--- src/rtl/bram_tdp_bist_if.sv ---
// Control/status and dual-port RAM bus for bram_tdp_bist.
// master = BIST controller side, slave = RAM/host side.
interface bram_tdp_bist_if #(
  parameter int unsigned ADDR_WIDTH    = 10,
  parameter int unsigned DATA_WIDTH    = 18,
  parameter int unsigned ERR_CNT_WIDTH = 16
);
  logic                     start;
  logic                     busy;
  logic                     done;
  logic                     pass;
  logic [ERR_CNT_WIDTH-1:0] err_cnt;
  logic [ADDR_WIDTH-1:0]    first_err_addr;
  logic                     first_err_port;
  logic [ADDR_WIDTH-1:0]    a_addr;
  logic [ADDR_WIDTH-1:0]    b_addr;
  logic                     a_wen;
  logic                     b_wen;
  logic                     a_ren;
  logic                     b_ren;
  logic [DATA_WIDTH-1:0]    a_wdata;
  logic [DATA_WIDTH-1:0]    b_wdata;
  logic [DATA_WIDTH-1:0]    a_rdata;
  logic [DATA_WIDTH-1:0]    b_rdata;

  modport master (
    input  start, a_rdata, b_rdata,
    output busy, done, pass, err_cnt, first_err_addr, first_err_port,
           a_addr, b_addr, a_wen, b_wen, a_ren, b_ren, a_wdata, b_wdata
  );

  modport slave (
    output start, a_rdata, b_rdata,
    input  busy, done, pass, err_cnt, first_err_addr, first_err_port,
           a_addr, b_addr, a_wen, b_wen, a_ren, b_ren, a_wdata, b_wdata
  );
endinterface

--- src/rtl/bram_tdp_bist.sv ---
// Write/read-back BIST for one true-dual-port block RAM, both ports on one clock.
// Define BRAM_TDP_BIST_CROSS_CHECK_EN to add a cross-port read phase before DONE.
module bram_tdp_bist #(
  parameter int unsigned ADDR_WIDTH    = 10,
  parameter int unsigned DATA_WIDTH    = 18,
  parameter int unsigned RD_LATENCY    = 1,
  parameter logic [35:0] PATTERN       = 36'h055055055,
  parameter int unsigned ERR_CNT_WIDTH = 16
) (
  input  logic            clk,
  input  logic            rst,
  bram_tdp_bist_if.master bus
);
  localparam int unsigned   IW         = ADDR_WIDTH - 1;
  localparam int unsigned   EW1        = ERR_CNT_WIDTH + 1;
  localparam logic [IW-1:0] DRAIN_LAST = IW'(RD_LATENCY - 1);

  typedef enum logic [3:0] {
    S_IDLE, S_A_WR, S_A_RD, S_A_DRAIN, S_B_WR, S_B_RD, S_B_DRAIN,
`ifdef BRAM_TDP_BIST_CROSS_CHECK_EN
    S_X_RD, S_X_DRAIN,
`endif
    S_DONE
  } state_t;

  // Address replicated LSB-first across the data width, then scrambled.
  function automatic logic [DATA_WIDTH-1:0] f_data(input logic [ADDR_WIDTH-1:0] addr);
    logic [DATA_WIDTH-1:0] rep;
    for (int unsigned j = 0; j < DATA_WIDTH; j++) rep[j] = addr[j % ADDR_WIDTH];
    return rep ^ PATTERN[DATA_WIDTH-1:0];
  endfunction

  state_t                   r_state;
  logic [IW-1:0]            r_idx;
  logic                     r_busy, r_done, r_pass, r_first_port;
  logic [ERR_CNT_WIDTH-1:0] r_err_cnt;
  logic [ADDR_WIDTH-1:0]    r_first_addr;
  logic [ADDR_WIDTH-1:0]    r_a_addr, r_b_addr;
  logic                     r_a_wen, r_b_wen, r_a_ren, r_b_ren;
  logic [DATA_WIDTH-1:0]    r_a_wdata, r_b_wdata;
  logic [RD_LATENCY:1]      r_a_tag, r_b_tag;
  logic [ADDR_WIDTH-1:0]    r_a_paddr [1:RD_LATENCY];
  logic [ADDR_WIDTH-1:0]    r_b_paddr [1:RD_LATENCY];

  logic [IW-1:0]            w_idx_inc;
  logic                     w_last, w_drain_last, w_a_mis, w_b_mis;
  logic [EW1-1:0]           w_sum;
  logic [ERR_CNT_WIDTH-1:0] w_err_nxt;

  always_comb begin
    w_idx_inc    = r_idx + IW'(1);
    w_last       = &r_idx;
    w_drain_last = (r_idx == DRAIN_LAST);
    w_a_mis      = r_a_tag[RD_LATENCY] && (bus.a_rdata != f_data(r_a_paddr[RD_LATENCY]));
    w_b_mis      = r_b_tag[RD_LATENCY] && (bus.b_rdata != f_data(r_b_paddr[RD_LATENCY]));
    w_sum        = {1'b0, r_err_cnt} + EW1'(w_a_mis) + EW1'(w_b_mis);
    w_err_nxt    = w_sum[ERR_CNT_WIDTH] ? '1 : w_sum[ERR_CNT_WIDTH-1:0];
  end

  // Read tags and addresses travel with the RAM read latency.
  always_ff @(posedge clk or posedge rst) begin
    if (rst) begin
      r_a_tag <= '0;
      r_b_tag <= '0;
      for (int unsigned k = 1; k <= RD_LATENCY; k++) begin
        r_a_paddr[k] <= '0;
        r_b_paddr[k] <= '0;
      end
    end else begin
      r_a_tag[1]   <= r_a_ren;
      r_b_tag[1]   <= r_b_ren;
      r_a_paddr[1] <= r_a_addr;
      r_b_paddr[1] <= r_b_addr;
      for (int unsigned k = 2; k <= RD_LATENCY; k++) begin
        r_a_tag[k]   <= r_a_tag[k-1];
        r_b_tag[k]   <= r_b_tag[k-1];
        r_a_paddr[k] <= r_a_paddr[k-1];
        r_b_paddr[k] <= r_b_paddr[k-1];
      end
    end
  end

  always_ff @(posedge clk or posedge rst) begin
    if (rst) begin
      r_state      <= S_IDLE;
      r_idx        <= '0;
      r_busy       <= 1'b0;
      r_done       <= 1'b0;
      r_pass       <= 1'b0;
      r_err_cnt    <= '0;
      r_first_addr <= '0;
      r_first_port <= 1'b0;
      r_a_addr     <= '0;
      r_b_addr     <= '0;
      r_a_wen      <= 1'b0;
      r_b_wen      <= 1'b0;
      r_a_ren      <= 1'b0;
      r_b_ren      <= 1'b0;
      r_a_wdata    <= '0;
      r_b_wdata    <= '0;
    end else begin
      r_err_cnt <= w_err_nxt;
      // Port A wins the first-error record on a same-cycle double mismatch.
      if (r_err_cnt == '0) begin
        if (w_a_mis) begin
          r_first_addr <= r_a_paddr[RD_LATENCY];
          r_first_port <= 1'b0;
        end else if (w_b_mis) begin
          r_first_addr <= r_b_paddr[RD_LATENCY];
          r_first_port <= 1'b1;
        end
      end
      case (r_state)
        S_IDLE, S_DONE: if (bus.start) begin
          r_state      <= S_A_WR;
          r_busy       <= 1'b1;
          r_done       <= 1'b0;
          r_pass       <= 1'b0;
          r_err_cnt    <= '0;
          r_first_addr <= '0;
          r_first_port <= 1'b0;
          r_idx        <= '0;
          r_a_wen      <= 1'b1;
          r_a_addr     <= '0;
          r_a_wdata    <= f_data('0);
        end
        S_A_WR, S_A_RD: begin
          r_idx    <= w_idx_inc;
          r_a_addr <= {1'b0, w_idx_inc};
          if (w_last) begin
            r_state <= (r_state == S_A_WR) ? S_A_RD : S_A_DRAIN;
            r_a_wen <= 1'b0;
            r_a_ren <= (r_state == S_A_WR);
          end else if (r_state == S_A_WR) begin
            r_a_wdata <= f_data({1'b0, w_idx_inc});
          end
        end
        S_A_DRAIN: begin
          r_idx <= w_drain_last ? '0 : w_idx_inc;
          if (w_drain_last) begin
            r_state   <= S_B_WR;
            r_b_wen   <= 1'b1;
            r_b_addr  <= {1'b1, IW'(0)};
            r_b_wdata <= f_data({1'b1, IW'(0)});
          end
        end
        S_B_WR, S_B_RD: begin
          r_idx    <= w_idx_inc;
          r_b_addr <= {1'b1, w_idx_inc};
          if (w_last) begin
            r_state <= (r_state == S_B_WR) ? S_B_RD : S_B_DRAIN;
            r_b_wen <= 1'b0;
            r_b_ren <= (r_state == S_B_WR);
          end else if (r_state == S_B_WR) begin
            r_b_wdata <= f_data({1'b1, w_idx_inc});
          end
        end
`ifdef BRAM_TDP_BIST_CROSS_CHECK_EN
        S_B_DRAIN: begin
          r_idx <= w_drain_last ? '0 : w_idx_inc;
          if (w_drain_last) begin
            r_state  <= S_X_RD;
            r_a_ren  <= 1'b1;
            r_b_ren  <= 1'b1;
            r_a_addr <= {1'b1, IW'(0)};
            r_b_addr <= {1'b0, IW'(0)};
          end
        end
        // Each port reads back the half written by the other port.
        S_X_RD: begin
          r_idx    <= w_idx_inc;
          r_a_addr <= {1'b1, w_idx_inc};
          r_b_addr <= {1'b0, w_idx_inc};
          if (w_last) begin
            r_state <= S_X_DRAIN;
            r_a_ren <= 1'b0;
            r_b_ren <= 1'b0;
          end
        end
        S_X_DRAIN: begin
`else
        S_B_DRAIN: begin
`endif
          r_idx <= w_drain_last ? '0 : w_idx_inc;
          if (w_drain_last) begin
            r_state <= S_DONE;
            r_busy  <= 1'b0;
            r_done  <= 1'b1;
            r_pass  <= (w_err_nxt == '0);
          end
        end
        default: r_state <= S_IDLE;
      endcase
    end
  end

  assign bus.busy           = r_busy;
  assign bus.done           = r_done;
  assign bus.pass           = r_pass;
  assign bus.err_cnt        = r_err_cnt;
  assign bus.first_err_addr = r_first_addr;
  assign bus.first_err_port = r_first_port;
  assign bus.a_addr         = r_a_addr;
  assign bus.b_addr         = r_b_addr;
  assign bus.a_wen          = r_a_wen;
  assign bus.b_wen          = r_b_wen;
  assign bus.a_ren          = r_a_ren;
  assign bus.b_ren          = r_b_ren;
  assign bus.a_wdata        = r_a_wdata;
  assign bus.b_wdata        = r_b_wdata;
endmodule
--- src/flat_wrapper.sv ---
// flat-port wrapper written by rule: the top's interface ports become plain ports
module bram_tdp_bist_flat 
#(
  parameter int unsigned ADDR_WIDTH    = 10,
  parameter int unsigned DATA_WIDTH    = 18,
  parameter int unsigned RD_LATENCY    = 1,
  parameter logic [35:0] PATTERN       = 36'h055055055,
  parameter int unsigned ERR_CNT_WIDTH = 16
)
  (clk, rst, bus_start, bus_a_rdata, bus_b_rdata, bus_busy, bus_done, bus_pass, bus_err_cnt, bus_first_err_addr, bus_first_err_port, bus_a_addr, bus_b_addr, bus_a_wen, bus_b_wen, bus_a_ren, bus_b_ren, bus_a_wdata, bus_b_wdata);
  bram_tdp_bist_if #(.ADDR_WIDTH(ADDR_WIDTH), .DATA_WIDTH(DATA_WIDTH), .ERR_CNT_WIDTH(ERR_CNT_WIDTH)) bus_i ();
  input  logic clk;
  input  logic rst;
  input wire logic [$bits(bus_i.start)-1:0] bus_start;
  input wire logic [$bits(bus_i.a_rdata)-1:0] bus_a_rdata;
  input wire logic [$bits(bus_i.b_rdata)-1:0] bus_b_rdata;
  output wire logic [$bits(bus_i.busy)-1:0] bus_busy;
  output wire logic [$bits(bus_i.done)-1:0] bus_done;
  output wire logic [$bits(bus_i.pass)-1:0] bus_pass;
  output wire logic [$bits(bus_i.err_cnt)-1:0] bus_err_cnt;
  output wire logic [$bits(bus_i.first_err_addr)-1:0] bus_first_err_addr;
  output wire logic [$bits(bus_i.first_err_port)-1:0] bus_first_err_port;
  output wire logic [$bits(bus_i.a_addr)-1:0] bus_a_addr;
  output wire logic [$bits(bus_i.b_addr)-1:0] bus_b_addr;
  output wire logic [$bits(bus_i.a_wen)-1:0] bus_a_wen;
  output wire logic [$bits(bus_i.b_wen)-1:0] bus_b_wen;
  output wire logic [$bits(bus_i.a_ren)-1:0] bus_a_ren;
  output wire logic [$bits(bus_i.b_ren)-1:0] bus_b_ren;
  output wire logic [$bits(bus_i.a_wdata)-1:0] bus_a_wdata;
  output wire logic [$bits(bus_i.b_wdata)-1:0] bus_b_wdata;
  assign bus_i.start = bus_start;
  assign bus_i.a_rdata = bus_a_rdata;
  assign bus_i.b_rdata = bus_b_rdata;
  assign bus_busy = bus_i.busy;
  assign bus_done = bus_i.done;
  assign bus_pass = bus_i.pass;
  assign bus_err_cnt = bus_i.err_cnt;
  assign bus_first_err_addr = bus_i.first_err_addr;
  assign bus_first_err_port = bus_i.first_err_port;
  assign bus_a_addr = bus_i.a_addr;
  assign bus_b_addr = bus_i.b_addr;
  assign bus_a_wen = bus_i.a_wen;
  assign bus_b_wen = bus_i.b_wen;
  assign bus_a_ren = bus_i.a_ren;
  assign bus_b_ren = bus_i.b_ren;
  assign bus_a_wdata = bus_i.a_wdata;
  assign bus_b_wdata = bus_i.b_wdata;
  bram_tdp_bist #(.ADDR_WIDTH(ADDR_WIDTH), .DATA_WIDTH(DATA_WIDTH), .RD_LATENCY(RD_LATENCY), .PATTERN(PATTERN), .ERR_CNT_WIDTH(ERR_CNT_WIDTH)) u_core (.clk(clk), .rst(rst), .bus(bus_i));
endmodule
--- config.mk ---
export PLATFORM = sky130hd
export DESIGN_NAME = bram_tdp_bist_flat
export DESIGN_NICKNAME = d
export VERILOG_FILES = /design/src/rtl/bram_tdp_bist_if.sv /design/src/rtl/bram_tdp_bist.sv /design/src/flat_wrapper.sv
export SDC_FILE = /design/constraint.sdc
export NUM_CORES = 1
export LEC_CHECK = 0
export ABC_AREA = 1
export CAP_MARGIN = 10
export CORE_MARGIN = 2
export CORE_UTILIZATION = 50
export CTS_CLUSTER_DIAMETER = 200
export DETAILED_ROUTE_END_ITERATION = 8
export HOLD_SLACK_MARGIN = 0.15
export PLACE_DENSITY = 0.85
export RECOVER_POWER = 25
export REMOVE_ABC_BUFFERS = 1
export SLEW_MARGIN = 20
export SYNTH_ARGS = -nofsm -noshare
export SYNTH_HDL_FRONTEND = slang
export SYNTH_SLANG_ARGS = --single-unit
--- constraint.sdc ---
create_clock -name clk -period 4.6 [get_ports clk]
set_input_delay 1.15 -clock clk [delete_from_list [all_inputs] [get_ports clk]]
set_output_delay 1.15 -clock clk [all_outputs]
set_load 0.005 [all_outputs]
==> results.cfg <==
[power]
p_total_uw = 2950
ir_drop_mv = 0.323
p_leak_uw = 0.00344
seqPwrFrac_pct = 41.7
pwr-share-clk_pct = 22.1
swShare_pct = 37.7
powerDensity_nw_per_um2 = 422
internal-power_uw = 1840
p_comb_share_pct = 36.1
switchingPower_uw = 1110

[yosys]
ys.flop_type = dfrtp_1
yosys.cell_count.top_type = nand2_1
synth-xor-area-share_pct = 3.98
synth_seq_cells = 107
synthSimpleGateAreaFrac_pct = 27.8
synthMuxAreaShare_pct = 0
yosysWarnings = 0
synth_top_family_by_area = simple AND/OR/NAND/NOR gates
synth_area_leaders = dfrtp_1 (49%), nand2_1 (12%), nor2_1 (6.4%)
synth_cell_types = 38
syn_avg_cell_area_um2 = 7.85
syn_inst = 700
synth_common_cells = nand2_1 (173), dfrtp_1 (107), nor2_1 (94), inv_1 (93), nand3_1 (66)
synth_fa_ha_area_share_pct = 1.28
yosysTopAreaCellShare_pct = 48.7
synth-edff-count = 0
async_reset_ff_share_pct = 100
synth_compound_area_share_pct = 7.76
netlist_area_um2 = 5500
yosys.area.top_type = dfrtp_1
synth_seq_area_share_pct = 48.7

[grt]
grt_pass1_wl_um = 22700
grt_max_degree = 68
grt_overflow = 0
grt_pass1_vias = 4714
grtUsageTotal_pct = 24.8
antenna_found_initial = 0

[routing]
drc = 0
avgRoutedWirePerCell_um = 14.6
avgViaCountPerCell = 5.18
drt_wl_total_um = 13900
drt-initial-drc-count = 280
dr.pass1.iters = 5
num_vias = 4932
ant_nets = 0

[placed_design]
dp.cells = 938
dp_hpwl_um = 10300
gp_congestion = 0.999
placed_cell_area_um2 = 6770
portBuffers = 126

[finish]
n_antenna_cell = 0
nNetsFinal = 853
layout-drive-gt1-share_pct = 5.29
synthToLayoutAreaGrowth_pct = 27.2
stdcell_area_um2 = 6990
instances_no_fill = 953

[critical_path]
r2r-start = u_core.r_a_paddr[4]
crit_required_ns = 4.93
end_kind = register
start_kind = input pin
crit_type = in2reg
reg2reg_to = u_core.bus.pass
rrSetupSlack_ns = 1.32
reg2reg_depth = 19
path_max_fanout = 11
cp-startpoint = bus_a_rdata[1]
critPathArrivalTime_ns = 4.35

[hold_path]
min_from = u_core.bus.b_addr[7]
min_path_type = reg2reg
hold_path_depth = 0
hold_end = u_core.r_b_paddr[7]

[sta]
maxSlewViolCount = 67
holdWs_ns = 0.404
rsz0062_at_grt = false
setup_viol = 0
relSlewSlack_pct = -73.7
fmax_mhz = 249
fin_crit_sh_pct = 87.4
finalCriticalPeriod_ns = 4.02
hold_viol_final = 0
worst_pin_slew_ns = 2.60
fin_skew_ns = 0.0115
finalSetupTns_ns = 0

[clock_tree]
post-cts-setup-buffer-count = 0
hold_buffers = 0
clockRootBuffer = clkbuf_8
numClockSinks = 107
clock_latency_ns = 0.38
clk_path_buf_depth = 2
numCtsBuffers = 9
h-tree-depth = 3
cts_tree = built
clkSlewWorstSetupHoldPaths_ns = 0.10
cts_resized = 0

[floorplanning]
initial_core_util_pct = 50.9
ioPinCount = 129
die_area_um2 = 11800
core-area_um2 = 10800
fp-row-count = 38
fp.dieH_um = 109
fp.dieW_um = 109

[run_status]
run_status = finished with violations
violations = max-capacitance violations, max-slew violations

[flow_run]
drv_cap = 1
## worst max-delay path by stage
stage / cells past startpoint / end
global placement: 21 / u_core.bus.pass
detailed placement: 20 / u_core.bus.pass
finish: 21 / u_core.bus.pass
global route: 20 / u_core.bus.pass
CTS: 20 / u_core.bus.pass
floorplan: 1 / u_core.bus.a_addr[0]
## cell families (layout without fill, tap and decap cells)
logic type,after synthesis,after routing
buffers and inverters,129,241
adders and majority gates,5,5
other,1,2
and+or+nand+nor,358,358
xor gates and xnor gates,25,25
DFF,107,107
AOI/OAI and AO/OA,75,75
## state kept, by name, indices dropped and copies added (netlist names), 3 cells and up
register                   cells
u_core.bus.a_addr              9
u_core.bus.a_wdata            10
u_core.bus.b_addr             10
u_core.bus.b_wdata            11
u_core.bus.err_cnt            16
u_core.bus.first_err_addr     10
u_core.r_a_paddr               9
u_core.r_b_paddr              10
u_core.r_idx                   9
u_core.r_state                 3
## final cells by class
type / instances / area (um2)
flip-flops and latches: 107 / 2680
fillers: 891 / 3800
multi-input cells: 465 / 2250
clock inverters: 4 / 73.8
inverters: 98 / 370
well taps: 140 / 175
clock buffers: 11 / 151
repair buffers: 128 / 1290
## per-stage QoR
stage               util (%)  worst slack, ns
floorplan                  -            0.633
global placement        62.7            0.374
detailed placement      62.7            0.221
CTS                     64.8            0.616
global route            64.7            0.278
finish                  64.7            0.578
## cell usage in the layout, fill, tap and decap left out, types with 2 or more instances in the layout
cell and count:
nand2_1 173, clkdlybuf4s50_1 125, dfrtp_1 107, nor2_1 94, inv_1 93, nand3_1 66, o21ai_0 33, a21oi_1 18
xor2_1 17, clkbuf_8 11, xnor2_1 8, o21ai_2 7, nand4_1 7, o22ai_1 7, a31oi_1 6, inv_2 4
ha_1 4, nor3_2 3, nor2_2 2, nor3_1 2, nor2_4 2, nand2_2 2, or2_2 2, conb_1 2
bufinv_16 2
## critical path, stage by stage
cell,delay (ns)
clkdlybuf4s50_1,0.45
inv_1,0.04
o21bai_1,0.12
nor2_1,0.07
nand2_1,0.06
nor2_1,0.04
nand2_1,0.25
nand2_2,0.22
fa_1,0.40
inv_1,0.11
ha_1,0.22
nand2_1,0.07
nor2_1,0.10
nand2_1,0.21
nor2_4,0.19
nand3_1,0.08
o21ai_0,0.16
nand3_1,0.14
nor2_1,0.12
nand3_1,0.09
nand2_1,0.06
## power groups by stage
| stage | combinational, uW | clock [uW] | sequential [uW] |
|---|---|---|---|
| final | 1070 | 653 | 1230 |
| after global routing | 1180 | 706 | 1250 |
| after CTS | 1060 | 660 | 1230 |
| after detailed placement | 1060 | 0 | 1250 |
| after global placement | 1030 | 0 | 1240 |
| after floorplan | 597 | 0 | 1220 |
## layer usage
| layer | routed length (um) | vias up | track usage, % |
|---|---|---|---|
| met4 | 416 | 0 | 11.8 |
| met3 | 839 | 38 | 3.95 |
| met2 | 6870 | 192 | 41.1 |
| li1 | - | 2399 | - |
| met5 | 0 | - | 0 |
| met1 | 5800 | 2303 | 32.0 |
Power figures use the tool's default switching activity.
